==> src/rtl/instruction_fetch_stage_pkg.sv <==
// Shared definitions for the instruction fetch stage: reset/NOP defaults,
// FSM state encoding and the sequential-PC helper.
package instruction_fetch_stage_pkg;

  localparam logic [31:0] DEFAULT_RESET_PC = 32'h0000_0000;
  localparam logic [31:0] DEFAULT_NOP_WORD = 32'd0;
  localparam logic [31:0] PC_STEP          = 32'd4;

  typedef enum logic {
    FETCH = 1'b0,
    HOLD  = 1'b1
  } fetch_state_t;

  // Modulo-2^32 add; the low two bits pass through untouched.
  function automatic logic [31:0] next_seq_pc(input logic [31:0] pc);
    return pc + PC_STEP;
  endfunction

endpackage

==> src/rtl/pc_register.sv <==
// Program counter: 32-bit async-reset register with a load port and a
// +4 sequential increment path. Load has priority over increment.
module pc_register
  import instruction_fetch_stage_pkg::*;
#(
  parameter logic [31:0] RESET_PC = DEFAULT_RESET_PC
) (
  input  logic        clk,
  input  logic        rst,
  input  logic        load_en,
  input  logic [31:0] load_value,
  input  logic        inc_en,
  output logic [31:0] pc
);

  always_ff @(posedge clk or posedge rst) begin
    if (rst) begin
      pc <= RESET_PC;
    end else if (load_en) begin
      pc <= load_value;
    end else if (inc_en) begin
      pc <= next_seq_pc(pc);
    end
  end

endmodule

==> src/rtl/instruction_fetch_stage.sv <==
// Instruction fetch stage: requests words from instruction memory, buffers one
// for the IF/ID register, parks one more in a skid register, handles redirects.
module instruction_fetch_stage
  import instruction_fetch_stage_pkg::*;
#(
  parameter logic [31:0] RESET_PC = DEFAULT_RESET_PC,
  parameter logic [31:0] NOP_WORD = DEFAULT_NOP_WORD
) (
  input  logic        Clk,
  input  logic        Reset,
  input  logic        Fetch_Enable,
  input  logic        Branch_Taken,
  input  logic [31:0] Branch_Target,
  output logic        IMem_Req,
  output logic [31:0] IMem_Addr,
  input  logic        IMem_Ready,
  input  logic [31:0] IMem_Data,
  output logic [31:0] Instruction_IF,
  output logic [31:0] PC_Plus_4_IF
);

  fetch_state_t state, state_next;

  logic [31:0] pc;
  logic        pc_load;
  logic        pc_inc;
  logic [31:0] pc_load_value;

  logic [31:0] inst_buf, inst_buf_next;
  logic [31:0] buf_pc, buf_pc_next;
  logic        buf_valid, buf_valid_next;
  logic [31:0] skid_inst, skid_inst_next;
  logic        discard, discard_next;
  logic [31:0] redirect_pc, redirect_pc_next;

  pc_register #(
    .RESET_PC(RESET_PC)
  ) u_pc_register (
    .clk       (Clk),
    .rst       (Reset),
    .load_en   (pc_load),
    .load_value(pc_load_value),
    .inc_en    (pc_inc),
    .pc        (pc)
  );

  always_ff @(posedge Clk or posedge Reset) begin
    if (Reset) begin
      state <= FETCH;
    end else begin
      state <= state_next;
    end
  end

  // A redirect outranks everything; an in-flight access cannot be cancelled,
  // so its response is swallowed later via the discard latch.
  always_comb begin
    state_next       = state;
    inst_buf_next    = inst_buf;
    buf_pc_next      = buf_pc;
    buf_valid_next   = buf_valid;
    skid_inst_next   = skid_inst;
    discard_next     = discard;
    redirect_pc_next = redirect_pc;
    pc_load          = 1'b0;
    pc_inc           = 1'b0;
    pc_load_value    = Branch_Target;

    if (Branch_Taken) begin
      buf_valid_next = 1'b0;
      if (state == HOLD) begin
        pc_load    = 1'b1;
        state_next = FETCH;
      end else if (IMem_Ready) begin
        pc_load      = 1'b1;
        discard_next = 1'b0;
      end else begin
        discard_next     = 1'b1;
        redirect_pc_next = Branch_Target;
      end
    end else if (state == FETCH) begin
      if (Fetch_Enable) begin
        buf_valid_next = 1'b0;
      end
      if (IMem_Ready) begin
        if (discard) begin
          pc_load       = 1'b1;
          pc_load_value = redirect_pc;
          discard_next  = 1'b0;
        end else if (!buf_valid || Fetch_Enable) begin
          inst_buf_next  = IMem_Data;
          buf_pc_next    = pc;
          buf_valid_next = 1'b1;
          pc_inc         = 1'b1;
        end else begin
          // Buffer is stalled: park the word and stop requesting.
          skid_inst_next = IMem_Data;
          state_next     = HOLD;
        end
      end
    end else if (Fetch_Enable) begin
      // PC still names the parked word, so it becomes the buffered address.
      inst_buf_next = skid_inst;
      buf_pc_next   = pc;
      pc_inc        = 1'b1;
      state_next    = FETCH;
    end
  end

  always_ff @(posedge Clk or posedge Reset) begin
    if (Reset) begin
      inst_buf    <= '0;
      buf_pc      <= '0;
      buf_valid   <= 1'b0;
      skid_inst   <= '0;
      discard     <= 1'b0;
      redirect_pc <= '0;
    end else begin
      inst_buf    <= inst_buf_next;
      buf_pc      <= buf_pc_next;
      buf_valid   <= buf_valid_next;
      skid_inst   <= skid_inst_next;
      discard     <= discard_next;
      redirect_pc <= redirect_pc_next;
    end
  end

  assign IMem_Req       = (state == FETCH);
  assign IMem_Addr      = pc;
  assign Instruction_IF = buf_valid ? inst_buf : NOP_WORD;
  assign PC_Plus_4_IF   = buf_valid ? next_seq_pc(buf_pc) : '0;

endmodule

==> config.mk <==
export PLATFORM = sky130hd
export DESIGN_NAME = instruction_fetch_stage
export DESIGN_NICKNAME = d
export VERILOG_FILES = /design/src/rtl/instruction_fetch_stage_pkg.sv /design/src/rtl/pc_register.sv /design/src/rtl/instruction_fetch_stage.sv
export SDC_FILE = /design/constraint.sdc
export NUM_CORES = 1
export LEC_CHECK = 0
export CORE_MARGIN = 3
export CORE_UTILIZATION = 52
export CTS_BUF_LIST = sky130_fd_sc_hd__clkbuf_8
export DETAILED_ROUTE_END_ITERATION = 16
export GPL_ROUTABILITY_DRIVEN = 0
export PLACE_DENSITY = 0.87
export SYNTH_ARGS = -nofsm -noshare
export SYNTH_HDL_FRONTEND = slang
export SYNTH_HIERARCHICAL = 1
export SYNTH_SLANG_ARGS = --single-unit
export TNS_END_PERCENT = 5
==> constraint.sdc <==
create_clock -name Clk -period 6.3 [get_ports Clk]
set_input_delay 0.63 -clock Clk [delete_from_list [all_inputs] [get_ports Clk]]
set_output_delay 0.63 -clock Clk [all_outputs]
set_load 0.02 [all_outputs]
==> results.json <==
{
  "synth-edff-count": 0,
  "status": "finished, final reports clean",
  "post_cts_resized": 0,
  "power_per_cell_area_mw_per_mm2": 287.9,
  "cts_made_buffers": 17,
  "cp_cell_sequence": "inv_1 -> a21oi_1 -> clkdlybuf4s50_1",
  "syn_area_per_cell_um2": 10.89,
  "vias": 6516,
  "critical_path_class": "register to output pin",
  "hold_violations": 0,
  "cap_violations": 0,
  "ant_nets": 0,
  "clk_pin_slew_ps": 80,
  "p_int_w": 0.002077,
  "drv_slew": 0,
  "h-tree-depth": 4,
  "port_buffers": 165,
  "detail_route.iter0.violations": 566,
  "rr_worst_depth": 7,
  "synth_commonest_cells": "163 x dfrtp_1, 130 x mux2_2, 70 x nand2_1",
  "slew_headroom": 0.2723,
  "hp-class": "register to register",
  "start_util": 0.5417,
  "synth_area_leaders": "dfrtp_1 49%, mux2_2 17%, mux2i_1 3.9%",
  "synth_nets": 841,
  "post-cts-setup-buffer-count": 0,
  "die_x_um": 133.0,
  "placed_area_mm2": 0.01018,
  "setup-violations-final": 0,
  "power_w": 0.003044,
  "synth.most_common_cell": "dfrtp_1",
  "endpoint_kind": "output pin",
  "die_h_um": 133.0,
  "ys_seq_elements": 163,
  "grt_pass1_vias": 6387,
  "grt_overflow_total": 0,
  "hold_depth": 2,
  "clockBufferDepth": 2,
  "dpl.hpwl_um": 14390,
  "finalWirelength_um": 20510,
  "rsz0062_at_grt": "no",
  "antenna_found_initial": 0,
  "cts_tree": "yes",
  "design_area_mm2": 0.01057,
  "dr.pass1.iters": 5,
  "critPathMaxFanout": 39,
  "max-vdd-ir-drop_v": 0.0001492,
  "critical_path.slowest_cell": "dfrtp_1",
  "coreArea_mm2": 0.01548,
  "tightest_slew_ps": 1091,
  "grtUsageTotal": 0.2327,
  "syn-cell-area_mm2": 0.008388,
  "ys_warn_count": 6,
  "grt_max_degree": 97,
  "drive_gt1_frac": 0.1959,
  "period_share": 0.6080,
  "synth_seq_area_share": 0.4863,
  "worstPathArrival_ps": 3200,
  "fin_skew_ps": 9.341,
  "rows": 45,
  "p_sw_w": 0.0009672,
  "clk_latency_ps": 450,
  "p_comb_frac": 0.249,
  "fmax_ghz": 0.2611,
  "ctsHoldBuffers": 0,
  "finalSetupTns_ps": 0,
  "synthFlopType": "dfrtp_1",
  "pwr-share-seq": 0.499,
  "synth_cells": 770,
  "synth_largest_area_cell": "dfrtp_1",
  "grt_pass1_wl_um": 33260,
  "async_flop_share": 1.000,
  "cp-start-kind": "register",
  "synth_top_area_frac": 0.4863,
  "viasPerCell": 5.741,
  "root_buffer": "clkbuf_8",
  "synth_cell_types": 49,
  "p_clk_frac": 0.251,
  "num_antenna_cells": 0,
  "switching_share": 0.3178,
  "remaining_drc_errors": 0,
  "io_pins": 166,
  "worstPathRequired_ps": 5670,
  "dieArea_mm2": 0.01769,
  "final_nets": 982,
  "cts_num_sinks": 163,
  "area_growth_pct": 26.06,
  "leakagePower_nw": 4.229,
  "cpPeakStageDelay_ps": 1020,
  "wl_per_cell_um": 18.07,
  "period_minus_slack_ps": 3830
}
==> worst paths after layout <==
path,startpoint,end,slack [ps]
worst max-delay path,buf_valid,PC_Plus_4_IF[30],2470
worst min-delay path,inst_buf[19],inst_buf[19],470
worst max register to register,state,u_pc_register/pc[21],3150
worst min register to register,inst_buf[19],inst_buf[19],470
min in group asynchronous,Reset,u_pc_register/pc[1],690
max in group asynchronous,Reset,redirect_pc[20],4210
==> stage by stage <==
| stage | utilization | cells | setup WS [ps] | hold slack [ps] |
|---|---|---|---|---|
| 6_report | 0.6829 | 1135 | 2470 | 474.1 |
| 5_1_grt | 0.6829 | 1135 | 2133 | 503.6 |
| 4_1_cts | 0.6829 | 1135 | 2378 | 481.3 |
| 3_5_place_dp | 0.6574 | 1103 | 2875 | 462.7 |
| 3_3_place_gp | 0.6574 | 1103 | 3024 | 452.4 |
| 2_1_floorplan | - | 770 | 2172 | 441.8 |
==> area by class of cell <==
type	count	area, um^2
clock inverters	14	147.6
well taps	211	264.0
inverters	13	51.30
clock buffers	18	247.7
repair buffers	172	1704
flip-flops and latches	163	4080
fillers	1154	4910
multi-input cells	544	4079
==> per-layer routing <==
metal	up-vias	share of wire	GRT usage	wire [um]
li1	3055	-	-	-
met5	-	0	0	0
met2	212	0.48	0.3668	9879
met1	3217	0.44	0.3192	8984
met4	0	0.022	0.08256	442
met3	32	0.059	0.05019	1208
==> cell usage in the layout (no fill, tap or decap), types with 2 or more instances in the layout <==
cell	count
clkdlybuf4s50_1	165
dfrtp_1	162
mux2_2	130
nand2_1	70
o21ai_0	53
and2_1	37
mux2i_1	33
nor2_1	27
nand3_1	27
a21oi_1	19
clkbuf_8	18
or4_1	17
nand4_1	16
xor2_1	16
inv_1	15
o31ai_1	14
and4_1	11
or3_1	10
a31oi_1	9
xnor2_1	8
buf_4	7
and3_1	6
nor4_1	5
clkinv_2	4
o31a_1	3
clkinvlp_4	3
bufinv_16	3
a211o_1	3
nand4_4	2
and4_2	2
o21a_1	2
or4_4	2
nor3_1	2
ha_1	2
o21ai_1	2
o211ai_1	2
==> logic make-up (layout without fill, tap and decap cells) <==
group / Yosys count / in the layout / share of synthesized area
AO/OA/AOI/OAI: 112 / 112 / 0.07831
flip-flops: 163 / 163 / 0.4863
buffers and inverters: 63 / 217 / 0.03222
adder cells (fa/ha/maj): 2 / 2 / 0.002983
AND/OR/NAND/NOR: 243 / 243 / 0.1612
XOR/XNOR: 24 / 24 / 0.02506
multiplexers: 163 / 163 / 0.2139
==> worst max-delay path: cells and delay by family, from the launching register on <==
kind	cells	cell delay, ps
AOI/OAI and AO/OA	1	360
buffers and inverters	2	1360
DFF	1	1020
==> power groups by stage <==
stage	Combinational, W	Sequential, W	Clock, W
final	0.000758	0.00152	0.000766
after detailed placement	0.000760	0.00153	0
after global placement	0.000742	0.00152	0
after CTS	0.000765	0.00151	0.000778
after floorplan	0.000449	0.00149	0
after global routing	0.000821	0.00156	0.000825
==> registers in the layout, summed over array words and instances (netlist names) <==
name              flops
buf_pc               32
buf_valid             1
discard               1
inst_buf             32
redirect_pc          32
skid_inst            32
state                 1
u_pc_register/pc     32
Power figures use the tool's default switching activity.
